===== config.mk =====
export PLATFORM = sky130hd
export DESIGN_NAME = frame_stream_scheduler
export DESIGN_NICKNAME = d
export VERILOG_FILES = /design/src/rtl/frame_stream_scheduler.sv
export SDC_FILE = /design/constraint.sdc
export NUM_CORES = 1
export LEC_CHECK = 0
export CAP_MARGIN = 5
export CORE_MARGIN = 2
export CORE_UTILIZATION = 26
export DETAILED_ROUTE_END_ITERATION = 10
export PLACE_DENSITY_LB_ADDON = 0.12
export SKIP_CTS_REPAIR_TIMING = 1
export SLEW_MARGIN = 20
export SYNTH_ARGS = -nofsm -noshare
export SYNTH_HDL_FRONTEND = slang
export SYNTH_SLANG_ARGS = --single-unit

===== constraint.sdc =====
create_clock -name clk -period 2.05 [get_ports clk]
set_input_delay 0.3075 -clock clk [delete_from_list [all_inputs] [get_ports clk]]
set_output_delay 0.3075 -clock clk [all_outputs]
set_load 0.02 [all_outputs]

===== src/rtl/frame_stream_scheduler.sv =====
// Frame sequencer: start-up window, per-row gaps and the pixel-pair strobe
// with row/column indices and the byte address of each pair's even pixel.
module frame_stream_scheduler #(
    parameter int IMAGE_WIDTH    = 768,
    parameter int IMAGE_HEIGHT   = 512,
    parameter int START_UP_DELAY = 100,
    parameter int HSYNC_DELAY    = 160,
    parameter int ROW_BITS       = 9,
    parameter int COL_BITS       = 9,
    parameter int ADDR_BITS      = 21
) (
    input  logic                 clk,
    input  logic                 reset,
    input  logic                 start,
    input  logic                 stall,
    output logic                 vertical_Sync,
    output logic                 horizontal_Pulse,
    output logic [ROW_BITS-1:0]  row_Index,
    output logic [COL_BITS-1:0]  col_Index,
    output logic [ADDR_BITS-1:0] pixel_Address,
    output logic                 busy,
    output logic                 frame_Done
);

    localparam int MAX_DELAY = (START_UP_DELAY > HSYNC_DELAY) ? START_UP_DELAY : HSYNC_DELAY;
    localparam int CNT_BITS  = (MAX_DELAY > 1) ? $clog2(MAX_DELAY) : 1;

    localparam logic [CNT_BITS-1:0]  STARTUP_LAST = CNT_BITS'(START_UP_DELAY - 1);
    localparam logic [CNT_BITS-1:0]  HSYNC_LAST   = CNT_BITS'(HSYNC_DELAY - 1);
    localparam logic [COL_BITS-1:0]  COL_LAST     = COL_BITS'(IMAGE_WIDTH / 2 - 1);
    localparam logic [ROW_BITS-1:0]  ROW_LAST     = ROW_BITS'(IMAGE_HEIGHT - 1);
    localparam logic [ADDR_BITS-1:0] PAIR_BYTES   = ADDR_BITS'(6);

    typedef enum logic [2:0] {
        S_IDLE,
        S_STARTUP,
        S_HSYNC_GAP,
        S_ACTIVE,
        S_FRAME_END
    } state_t;

    state_t               state_q;
    logic [CNT_BITS-1:0]  cnt_q;
    logic [ROW_BITS-1:0]  row_q;
    logic [COL_BITS-1:0]  col_q;
    logic [ADDR_BITS-1:0] addr_q;
    logic                 vsync_q;
    logic                 busy_q;
    logic                 done_q;

    logic [CNT_BITS-1:0]  cnt_d;
    logic [ROW_BITS-1:0]  row_d;
    logic [COL_BITS-1:0]  col_d;
    logic [ADDR_BITS-1:0] addr_d;
    logic                 pulse;

    // Rows are stored back to back, so the address simply walks in pair-sized steps.
    always_comb begin
        cnt_d  = cnt_q + CNT_BITS'(1);
        row_d  = row_q + ROW_BITS'(1);
        col_d  = col_q + COL_BITS'(1);
        addr_d = addr_q + PAIR_BYTES;
        pulse  = (state_q == S_ACTIVE) & ~stall;
    end

    always_ff @(posedge clk) begin
        if (!reset) begin
            state_q <= S_IDLE;
            cnt_q   <= '0;
            row_q   <= '0;
            col_q   <= '0;
            addr_q  <= '0;
            vsync_q <= 1'b0;
            busy_q  <= 1'b0;
            done_q  <= 1'b0;
        end else begin
            done_q <= 1'b0;
            case (state_q)
                S_IDLE: begin
                    if (start) begin
                        state_q <= S_STARTUP;
                        cnt_q   <= '0;
                        row_q   <= '0;
                        col_q   <= '0;
                        addr_q  <= '0;
                        vsync_q <= 1'b1;
                        busy_q  <= 1'b1;
                    end
                end
                S_STARTUP: begin
                    if (cnt_q == STARTUP_LAST) begin
                        state_q <= S_HSYNC_GAP;
                        cnt_q   <= '0;
                        vsync_q <= 1'b0;
                    end else begin
                        cnt_q <= cnt_d;
                    end
                end
                S_HSYNC_GAP: begin
                    if (cnt_q == HSYNC_LAST) begin
                        state_q <= S_ACTIVE;
                        cnt_q   <= '0;
                    end else begin
                        cnt_q <= cnt_d;
                    end
                end
                S_ACTIVE: begin
                    // A stalled cycle leaves state, indices and address untouched.
                    if (pulse) begin
                        if (col_q == COL_LAST) begin
                            if (row_q == ROW_LAST) begin
                                state_q <= S_FRAME_END;
                                done_q  <= 1'b1;
                            end else begin
                                state_q <= S_HSYNC_GAP;
                                row_q   <= row_d;
                                col_q   <= '0;
                                addr_q  <= addr_d;
                            end
                        end else begin
                            col_q  <= col_d;
                            addr_q <= addr_d;
                        end
                    end
                end
                S_FRAME_END: begin
                    state_q <= S_IDLE;
                    busy_q  <= 1'b0;
                end
                default: begin
                    state_q <= S_IDLE;
                end
            endcase
        end
    end

    assign vertical_Sync    = vsync_q;
    assign horizontal_Pulse = pulse;
    assign row_Index        = row_q;
    assign col_Index        = col_q;
    assign pixel_Address    = addr_q;
    assign busy             = busy_q;
    assign frame_Done       = done_q;

endmodule


==> metrics.txt <==
Final GP Congestion 0.8012; Tmin final 1.924 ns; PwrDens 680.7 nW/µm²; Sw Pwr 0.9408 mW; post-synthesis cell type count 62; number of port buffers 45; synth-to-layout area growth 41.36%; Slew Viols, Final 0; CTS tree yes; syn_area_per_cell 7.915 µm²; total grt overflow 0; DR vias 3084; full die area 11970 µm²; ys async rst share 0%; largest net degree at the start of global routing 19; most frequent cells in the layout 56 x buf_4, 45 x dfxtp_1, 44 x clkdlybuf4s50_1; Max Cap Viol 0; Clock Latency Late Sink 0.32 ns; fmax 0.5197 GHz; Nets 466; PnR worst setup slack 0.1258 ns; num rows 38; Hold Fails Final Rpt 0; RSZ-0062 raised after global routing false; DP Worst Slack -0.04930 ns; Max Fanout on Critical Path 6; Synth Register Bits 52; Reg power frac 40.0%; H-tree Lvls 2; clk_skew 0.02450 ns; Avg Vias per Cell 5.157; setup violators final 0; num ports 47; sequential area share after synthesis 36.03%; DIE WIDTH 109.4 µm; Setup crit end kind flip-flop; CTS sink count 52; Peak VDD IR 306.8 µV; root buf cell clkbuf_8; WL per Instance 14.61 µm; ys flop type dfxtp_1; first-pass GRT wire length 14.90 mm; Internal 1.839 mW; DRC marker count from the first detailed-route iteration 81; antenna violations before repair 0; dpl hpwl 6.489 mm; layout cells sized above 1 22.49%; Longest Clk Path Bufs 2; startpoint types flip-flop; Crit-path slowest cell or4_1; Syn Inst Count 365; Gate power share 32.9%; cells along the critical path and3_4, nand3_1, nor2_1, ha_2, buf_4, a31o_4, or4_1, o22ai_1; post-route ant nets 0; Arr. time, crit path 2.17 ns; Clock Pin Slew Worst Setup and Hold Paths 0.12 ns; vias in the first global route 3016; outcome finished clean; mapped cell area 2889 µm²; ant diodes 0; drt pass-1 iters 5; final WL 8.738 mm; Lkg Pwr 1.402 nW; Min Hold Slack 0.4937 ns; Die Y 109.4 µm; clock network fraction of total power 27.0%; Initial Utilization 26.65%; most common cell after layout, fill and taps aside buf_4; YS warnings 0; Hold Path Class flip-flop to flip-flop; critical path type flip-flop to flip-flop; Inserted Clock Buffers 5; syn nets 374; Worst Path Required 2.29 ns; fin crit share 93.86%; Post-synth EDFFs 0; core area 10840 µm²; sw frac 33.84%; DRC 0; FILL cells 1191; max incr delay on CP 0.48 ns; GRT Overall Usage 15.47%
[final timing paths]
| kind | startpoint | endpoint | slack [ns] | depth (start not counted) |
|---|---|---|---|---|
| max | row_Index[4] | col_Index[6] | 0.13 | 8 |
| min | pixel_Address[20] | pixel_Address[20] | 0.49 | 1 |
| max reg2reg | row_Index[4] | col_Index[6] | 0.13 | 8 |
| min reg2reg | pixel_Address[20] | pixel_Address[20] | 0.49 | 1 |
[worst max-delay path: cells and delay by family (launching register included)]
family	cells	cell delay, ns
and+or+nand+nor	4	0.80
AOI/OAI and AO/OA	2	0.38
DFF	1	0.33
adders and majority gates	1	0.20
buffers and inverters	1	0.16
[power by group through the flow]
stage | Clock [mW] | Sequential (mW) | Combinational, mW
finish | 0.751 | 1.11 | 0.916
floorplan | 0 | 1.12 | 0.553
detailed placement | 0 | 1.13 | 0.902
global placement | 0 | 1.13 | 0.897
CTS | 0.773 | 1.11 | 0.907
global route | 0.815 | 1.12 | 1.02
[layer usage]
| layer | vias to the layer above | wire [µm] | track usage [%] |
|---|---|---|---|
| li1 | 1559 | - | - |
| met1 | 1448 | 4279 | 21.30 |
| met2 | 71 | 3994 | 24.56 |
| met3 | 6 | 392 | 2.786 |
| met4 | 0 | 71 | 4.702 |
| met5 | - | 0 | 0 |
[sequential cells by signal, summed over array words and instances (netlist names)]
signal,cells
pixel_Address,20
col_Index,9
row_Index,9
cnt_q,8
state_q,3
busy,1
frame_Done,1
vertical_Sync,1
[cells in the mapped netlist, types with 3 or more instances]
| cell | instances | area (µm²) |
|---|---|---|
| o21ai_0 | 17 | 85.08 |
| clkbuf_1 | 11 | 41.29 |
| or4_1 | 8 | 60.06 |
| dfxtp_1 | 52 | 1041 |
| and3_1 | 4 | 25.02 |
| nor2_1 | 41 | 153.9 |
| a21oi_1 | 34 | 170.2 |
| nand3b_1 | 4 | 30.03 |
| nand2b_1 | 4 | 25.02 |
| a311oi_1 | 6 | 52.55 |
| o22ai_1 | 4 | 25.02 |
| ha_1 | 5 | 62.56 |
| buf_2 | 4 | 20.02 |
| nand2_1 | 39 | 146.4 |
| a32o_1 | 3 | 30.03 |
| inv_1 | 8 | 30.03 |
| nor4_1 | 6 | 37.54 |
| mux2i_1 | 3 | 30.03 |
| nor3_1 | 8 | 40.04 |
| o31ai_1 | 3 | 22.52 |
| o211ai_1 | 3 | 22.52 |
| a211oi_1 | 3 | 22.52 |
| nand3_1 | 23 | 115.1 |
| buf_4 | 3 | 22.52 |
| a31oi_1 | 16 | 100.1 |
| nand4_1 | 7 | 43.79 |
[metrics by stage]
step	area, µm²	power, mW	TNS (ns)	cells	util [%]
2_1_floorplan	2915	1.677	0	365	-
3_3_place_gp	3880	2.030	-0.08797	588	35.79
3_5_place_dp	3880	2.035	-0.09188	588	35.79
4_1_cts	3996	2.792	-0.1958	596	36.87
5_1_grt	4084	2.957	0	598	37.67
6_report	4084	2.780	0	598	37.67
[cell families (layout without fill, tap and decap cells)]
logic type               Yosys count  in the layout  synth area share, %
adder cells (fa/ha/maj)            5              5                2.165
flip-flops                        52             52                36.03
buffers and inverters             28            121                4.417
AO/OA/AOI/OAI                    107            107                24.25
multiplexers                       3              3                1.039
other                              1              1               0.1298
AND/OR/NAND/NOR                  169            169                31.96
[cell type report]
type,count,area (µm²),share of cell area [%]
timing repair buffer,104,915.9,22.43
tap,140,175.2,4.289
sequential,52,1050,25.70
inverter,9,41.29,1.011
clock buffer,5,68.82,1.685
multi-input combinational,285,1785,43.72
clock inverter,3,47.55,1.164
No activity file was read; power rests on OpenSTA's default activity.
